`src/rtl/onchip_memory_test_master.sv`:
```
// onchip_memory_test_master
// Avalon-MM master for the single-port on-chip RAM. It fills a word range
// with an incrementing pattern (seed + i), reads the range back and checks it,
// or does both back-to-back. Expected data and addresses follow each read
// through a READ_LATENCY-deep pipe so they meet the returning readdata.
module onchip_memory_test_master #(
  parameter int ADDR_W       = 14,
  parameter int DATA_W       = 32,
  parameter int DEPTH        = 10240,
  parameter int READ_LATENCY = 1
) (
  input  logic                  clk,
  input  logic                  reset,
  input  logic                  start,
  input  logic [1:0]            mode,
  input  logic [ADDR_W-1:0]     base,
  input  logic [ADDR_W:0]       length,
  input  logic [DATA_W-1:0]     seed,
  output logic                  busy,
  output logic                  done,
  output logic                  cfg_err,
  output logic [15:0]           err_count,
  output logic                  first_err_valid,
  output logic [ADDR_W-1:0]     first_err_addr,
  output logic [ADDR_W-1:0]     address,
  output logic [DATA_W/8-1:0]   byteenable,
  output logic                  chipselect,
  output logic                  write,
  output logic [DATA_W-1:0]     writedata,
  input  logic [DATA_W-1:0]     readdata,
  output logic                  clken
);

  localparam int BE_W = DATA_W / 8;
  // Depth in a width wide enough to compare base+length without overflow.
  localparam logic [ADDR_W+1:0] DEPTH_X = (ADDR_W+2)'(DEPTH);

  typedef enum logic [2:0] {
    ST_IDLE     = 3'd0,
    ST_CHECKCFG = 3'd1,
    ST_WRITE    = 3'd2,
    ST_READ     = 3'd3,
    ST_DRAIN    = 3'd4,
    ST_FINISH   = 3'd5
  } state_t;

  state_t              state_r;
  logic [1:0]          mode_r;
  logic [ADDR_W-1:0]   base_r;
  logic [ADDR_W:0]     len_r;
  logic [DATA_W-1:0]   seed_r;
  logic [ADDR_W:0]     idx_r;
  logic [DATA_W-1:0]   pat_r;
  logic [1:0]          drain_r;
  logic                busy_r;
  logic                done_r;
  logic                cfg_err_r;
  logic [15:0]         err_count_r;
  logic                first_err_valid_r;
  logic [ADDR_W-1:0]   first_err_addr_r;
  logic [ADDR_W-1:0]   address_r;
  logic                chipselect_r;
  logic                write_r;
  logic [DATA_W-1:0]   writedata_r;

  logic                pipe_v_r    [READ_LATENCY];
  logic [DATA_W-1:0]   pipe_exp_r  [READ_LATENCY];
  logic [ADDR_W-1:0]   pipe_addr_r [READ_LATENCY];

  logic                last_s;
  logic [ADDR_W+1:0]   range_end_s;
  logic                cfg_bad_s;
  logic                mismatch_s;
  logic                clr_results_s;

  // Command bookkeeping: last index, range validation, compare result.
  always_comb begin
    last_s        = (idx_r == (len_r - (ADDR_W+1)'(1)));
    range_end_s   = {2'b00, base_r} + {1'b0, len_r};
    cfg_bad_s     = ({2'b00, base_r} >= DEPTH_X) || (range_end_s > DEPTH_X);
    mismatch_s    = pipe_v_r[READ_LATENCY-1] &&
                    (readdata != pipe_exp_r[READ_LATENCY-1]);
    clr_results_s = (state_r == ST_CHECKCFG) && (len_r != (ADDR_W+1)'(0)) && !cfg_bad_s;
  end

  // Expected-data pipe: each issued read enters stage 0 and emerges with its readdata.
  always_ff @(posedge clk) begin
    if (reset) begin
      for (int i = 0; i < READ_LATENCY; i++) begin
        pipe_v_r[i]    <= 1'b0;
        pipe_exp_r[i]  <= '0;
        pipe_addr_r[i] <= '0;
      end
    end else begin
      pipe_v_r[0]    <= chipselect_r && !write_r;
      pipe_exp_r[0]  <= pat_r;
      pipe_addr_r[0] <= address_r;
      for (int i = 1; i < READ_LATENCY; i++) begin
        pipe_v_r[i]    <= pipe_v_r[i-1];
        pipe_exp_r[i]  <= pipe_exp_r[i-1];
        pipe_addr_r[i] <= pipe_addr_r[i-1];
      end
    end
  end

  // Check results: cleared when a valid command launches, updated per mismatch.
  always_ff @(posedge clk) begin
    if (reset) begin
      err_count_r       <= 16'd0;
      first_err_valid_r <= 1'b0;
      first_err_addr_r  <= '0;
    end else if (clr_results_s) begin
      err_count_r       <= 16'd0;
      first_err_valid_r <= 1'b0;
      first_err_addr_r  <= '0;
    end else if (mismatch_s) begin
      if (err_count_r != 16'hFFFF) begin
        err_count_r <= err_count_r + 16'd1;
      end
      if (!first_err_valid_r) begin
        first_err_valid_r <= 1'b1;
        first_err_addr_r  <= pipe_addr_r[READ_LATENCY-1];
      end
    end
  end

  // Command sequencer with registered bus and status outputs.
  always_ff @(posedge clk) begin
    if (reset) begin
      state_r      <= ST_IDLE;
      mode_r       <= 2'b00;
      base_r       <= '0;
      len_r        <= '0;
      seed_r       <= '0;
      idx_r        <= '0;
      pat_r        <= '0;
      drain_r      <= 2'd0;
      busy_r       <= 1'b0;
      done_r       <= 1'b0;
      cfg_err_r    <= 1'b0;
      address_r    <= '0;
      chipselect_r <= 1'b0;
      write_r      <= 1'b0;
      writedata_r  <= '0;
    end else begin
      case (state_r)
        ST_IDLE: begin
          done_r <= 1'b0;
          if (start) begin
            mode_r    <= mode;
            base_r    <= base;
            len_r     <= length;
            seed_r    <= seed;
            busy_r    <= 1'b1;
            cfg_err_r <= 1'b0;
            state_r   <= ST_CHECKCFG;
          end
        end
        ST_CHECKCFG: begin
          if (len_r == (ADDR_W+1)'(0)) begin
            busy_r  <= 1'b0;
            done_r  <= 1'b1;
            state_r <= ST_FINISH;
          end else if (cfg_bad_s) begin
            busy_r    <= 1'b0;
            done_r    <= 1'b1;
            cfg_err_r <= 1'b1;
            state_r   <= ST_FINISH;
          end else begin
            idx_r        <= '0;
            address_r    <= base_r;
            pat_r        <= seed_r;
            chipselect_r <= 1'b1;
            if (mode_r == 2'b00 || mode_r == 2'b10) begin
              write_r     <= 1'b1;
              writedata_r <= seed_r;
              state_r     <= ST_WRITE;
            end else begin
              write_r <= 1'b0;
              state_r <= ST_READ;
            end
          end
        end
        ST_WRITE: begin
          if (last_s) begin
            write_r <= 1'b0;
            if (mode_r == 2'b10) begin
              // Readback starts on the very next cycle from the range start.
              idx_r     <= '0;
              address_r <= base_r;
              pat_r     <= seed_r;
              state_r   <= ST_READ;
            end else begin
              chipselect_r <= 1'b0;
              busy_r       <= 1'b0;
              done_r       <= 1'b1;
              state_r      <= ST_FINISH;
            end
          end else begin
            idx_r       <= idx_r + (ADDR_W+1)'(1);
            address_r   <= address_r + ADDR_W'(1);
            pat_r       <= pat_r + DATA_W'(1);
            writedata_r <= pat_r + DATA_W'(1);
          end
        end
        ST_READ: begin
          if (last_s) begin
            chipselect_r <= 1'b0;
            drain_r      <= 2'(READ_LATENCY - 1);
            state_r      <= ST_DRAIN;
          end else begin
            idx_r     <= idx_r + (ADDR_W+1)'(1);
            address_r <= address_r + ADDR_W'(1);
            pat_r     <= pat_r + DATA_W'(1);
          end
        end
        ST_DRAIN: begin
          if (drain_r == 2'd0) begin
            busy_r  <= 1'b0;
            done_r  <= 1'b1;
            state_r <= ST_FINISH;
          end else begin
            drain_r <= drain_r - 2'd1;
          end
        end
        ST_FINISH: begin
          done_r  <= 1'b0;
          state_r <= ST_IDLE;
        end
        default: begin
          chipselect_r <= 1'b0;
          write_r      <= 1'b0;
          busy_r       <= 1'b0;
          done_r       <= 1'b0;
          state_r      <= ST_IDLE;
        end
      endcase
    end
  end

  assign busy            = busy_r;
  assign done            = done_r;
  assign cfg_err         = cfg_err_r;
  assign err_count       = err_count_r;
  assign first_err_valid = first_err_valid_r;
  assign first_err_addr  = first_err_addr_r;
  assign address         = address_r;
  assign byteenable      = {BE_W{1'b1}};
  assign chipselect      = chipselect_r;
  assign write           = write_r;
  assign writedata       = writedata_r;
  assign clken           = 1'b1;

endmodule

```
`config.mk`:
```
export PLATFORM = sky130hd
export DESIGN_NAME = onchip_memory_test_master
export DESIGN_NICKNAME = d
export VERILOG_FILES = /design/src/rtl/onchip_memory_test_master.sv
export SDC_FILE = /design/constraint.sdc
export NUM_CORES = 1
export LEC_CHECK = 0
export ABC_AREA = 1
export CORE_ASPECT_RATIO = 0.8
export CORE_MARGIN = 8
export CORE_UTILIZATION = 40
export DETAILED_ROUTE_END_ITERATION = 7
export RECOVER_POWER = 100
export SLEW_MARGIN = 25
export SYNTH_ARGS = -nofsm -noshare
export SYNTH_HDL_FRONTEND = slang
export SYNTH_SLANG_ARGS = --single-unit
```
`constraint.sdc`:
```
create_clock -name clk -period 3.7 [get_ports clk]
set_input_delay 0.925 -clock clk [delete_from_list [all_inputs] [get_ports clk]]
set_output_delay 0.925 -clock clk [all_outputs]
set_load 0.01 [all_outputs]
```
==> qor.csv <==
stage;metric;value;unit
clock_tree;clk buf depth;3;
clock_tree;count of clock tree sinks;244;
routing;DR DRC count;0;
routing;Vias;13300;
routing;initial drt markers;1424;
logic_synthesis;Seq/Total Area, Yosys;0.370;
power_and_ir_drop;Pwr per Cell Area;726;mW/mm2
global_route;gr ovfl total;0;
timing;max-slew violation count;31;
timing;Worst Tran Pin Value;1.66;ns
power_and_ir_drop;Reg power frac;0.314;
logic_synthesis;EDFF count, synth;0;
clock_tree;H-Tree Depth;1;
logic_synthesis;Yosys reg bits;244;
power_and_ir_drop;Clk network pwr share;0.245;
clock_tree;CTS resizes;0;
floorplanning;# rows;59;
finish;diode count;0;
global_route;gr usage total;0.222;
global_route;largest net degree at the start of global routing;76;
setup_path;Reg2Reg Setup Slack;0.36;ns
routing;DRT Pass-1 Iters;6;
power_and_ir_drop;sw frac;0.433;
timing;setup_tns;0;ns
logic_synthesis;Post-Syn Area;0.0132;mm2
setup_path;Crit Path Max Fanout;5;
power_and_ir_drop;Pleak;0.00678;uW
floorplanning;Core Area;0.0325;mm2
timing;Slew headroom;-0.107;
finish;Reg area;0.00488;mm2
routing;DR vias/cell;5.16;
placed_design;DP Cell Count;2536;
job;# Max-Cap Violations;1;
routing;Post-Route WL;44800;um
clock_tree;TritonCTS Buffers;27;
logic_synthesis;syn_area_per_cell;6.60;um2
placed_design;Detailed Place HPWL;34100;um
routing;DR WL/cell;17.3;um
clock_tree;Clock Latency Late Sink;0.55;ns
timing;RSZ-0062 raised after global routing;false;
finish;post-layout util;0.500;
timing;Hold Vio Cnt, Final;0;
clock_tree;Post-CTS Setup Bufs;0;
timing;clk_skew;0.0217;ns
finish;# fillers;3367;
power_and_ir_drop;worst IR drop on VDD;0.432;mV
global_route;first-pass GRT wire length;69400;um
power_and_ir_drop;Net Sw Power;5110;uW
clock_tree;CTS clk-pin slew, worst paths;0.06;ns
clock_tree;clk root buf;clkbuf_16;
floorplanning;full die area;0.0391;mm2
finish;Area Overhead vs Synth;23.1;%
setup_path;Setup crit end kind;flop;
logic_synthesis;ys flop type;dfxtp_1;
timing;crit path time final;3.34;ns
timing;Tcrit/Tclk final;0.902;
floorplanning;DIE HEIGHT;178;um
logic_synthesis;ys async rst share;0;
min_path;Worst Hold Class;reg -> reg;
power_and_ir_drop;combinational power share;0.441;
logic_synthesis;Synth cell types;41;
finish;Final nets;2258;
setup_path;crit path kind;reg -> reg;
logic_synthesis;Synth Instances;1999;
finish;non-filler instance count after layout;2583;
clock_tree;TritonCTS clock tree;yes;
placed_design;routability congestion estimate;0.961;
finish;ratio of cells with drive above 1 in the final layout;0.0445;
setup_path;crit path DAT;3.74;ns
routing;remaining antenna violation count;0;
floorplanning;die extent in x;219;um
power_and_ir_drop;Pint;6680;uW
clock_tree;CTS Hold Bufs;0;
placed_design;port bufs;179;
timing;Max Fclk;300;MHz
global_route;vias in the first global route;12200;
status;failing checks;max-capacitance violations, max-slew violations;
setup_path;critical path launch point type;flop;
timing;endpoints failing setup;0;
setup_path;Critical Path RT;4.10;ns
status;status;finished, violations left;
floorplanning;I/O Pins;185;
global_route;initial antenna violation count;1;
finish;area of the multi-input gates;0.00707;mm2
floorplanning;Initial Util;0.406;
logic_synthesis;Synth warnings;0;
-- final cells by class --
type                    instances  share of cell area
multi-input cells            1450               0.435
inverters                     208              0.0481
flip-flops and latches        244               0.301
clock inverters                10              0.0129
repair buffers                207               0.125
clock buffers                  37              0.0452
well taps                     427              0.0329
-- cells in the final DEF, fill, tap and decap left out, types with 10 or more instances in the layout --
cell	netlist	layout
clkbuf_16	0	27
ha_1	21	21
xnor2_1	36	36
o21ai_1	18	14
nand4_1	59	59
nor3_1	37	37
clkdlybuf4s50_1	0	96
dfxtp_1	244	244
or2_2	11	11
nor2_1	255	255
nor4_1	10	10
inv_1	202	202
buf_4	10	18
dlygate4sd3_1	0	82
xor2_1	62	62
nand2_1	477	477
o21ai_0	93	97
a21oi_1	172	172
clkbuf_1	65	12
nand3_1	159	159
-- sequential cells by signal (all words and copies together), names as in the netlist, 2 cells and up --
name            cells
mode_r              2
pat_r              32
err_count          16
first_err_addr     14
idx_r              15
len_r              15
state_r             3
base_r             14
writedata          32
pipe_addr_r        14
drain_r             2
pipe_exp_r         32
seed_r             32
address            14
-- critical path, cell delays in order, from the launching register on --
cell and delay [ns]:
dfxtp_1 0.44, ha_1 0.22, nand2_1 0.07, nor2_1 0.31
nand4_1 0.28, nor2_1 0.15, clkbuf_1 0.23, nand2_1 0.15
nor2_1 0.21, nand3_1 0.14, xor2_1 0.40, o21ai_0 0.19
nor2_1 0.33, nor2_1 0.10
-- power groups by stage --
stage | clock network (uW) | logic (uW) | registers [uW]
after CTS | 2960 | 5240 | 3700
after global placement | 0 | 5190 | 3750
after detailed placement | 0 | 5210 | 3750
final | 2880 | 5200 | 3710
after global routing | 3050 | 5800 | 3770
after floorplan | 0 | 3570 | 3610
-- path summary, 6_finish.rpt --
kind | startpoint | endpoint | depth (start not counted)
worst max-delay path | pat_r[0]$_SDFFE_PP0P_ | pat_r[30]$_SDFFE_PP0P_ | 13
worst min-delay path | writedata[14]$_SDFFE_PP0P_ | writedata[14]$_SDFFE_PP0P_ | 2
worst max register to register | pat_r[0]$_SDFFE_PP0P_ | pat_r[30]$_SDFFE_PP0P_ | 13
worst min register to register | writedata[14]$_SDFFE_PP0P_ | writedata[14]$_SDFFE_PP0P_ | 2
-- metrics by stage --
step	setup WS [ns]	instance area (um2)	hold slack, ns	power, uW
2_1_floorplan	1.20	13200	0.427	7180
3_3_place_gp	0.602	15300	0.449	8950
3_5_place_dp	0.578	15300	0.455	8960
4_1_cts	0.621	16300	0.463	11900
5_1_grt	0.165	16200	0.475	12600
6_report	0.363	16200	0.457	11800
-- cell families after synthesis --
family / share of synthesized area
compound gates: 0.112
xor+xnor: 0.0651
fa+ha+maj: 0.0214
buf+inv: 0.0949
flops: 0.370
other cells: 0.000284
simple gates: 0.336
-- cells in the mapped netlist (2+ instances only) --
library cell  count  area (um2)
ha_1             21         263
inv_2             6        22.5
o21ai_0          93         465
nor4_1           10        62.6
xor2_1           62         543
buf_6             4        45.0
and2_1            2        12.5
nand2_1         477        1790
nand2_4           2        22.5
xnor2_1          36         315
buf_2            20         100
o21ai_1          18        90.1
a21oi_1         172         861
nand2_2           3        18.8
clkbuf_1         65         244
nand4_1          59         369
nand3_1         159         796
buf_4            10        75.1
inv_1           202         758
nor2_4            2        22.5
dfxtp_1         244        4880
nand3b_1          6        45.0
or2_2            11        68.8
buf_1             2        7.51
nor3_1           37         185
nor2_1          255         957
nor2_2            7        43.8
-- metal layers --
metal  vias to the layer above  GRT usage  routed length (um)
met5                         -          0                   0
met4                         0     0.0425                 842
met3                        58     0.0463                4310
met2                       538      0.293               16900
met1                      6026      0.355               22800
li1                       6703          -                   -
No activity file was read; power rests on OpenSTA's default activity.
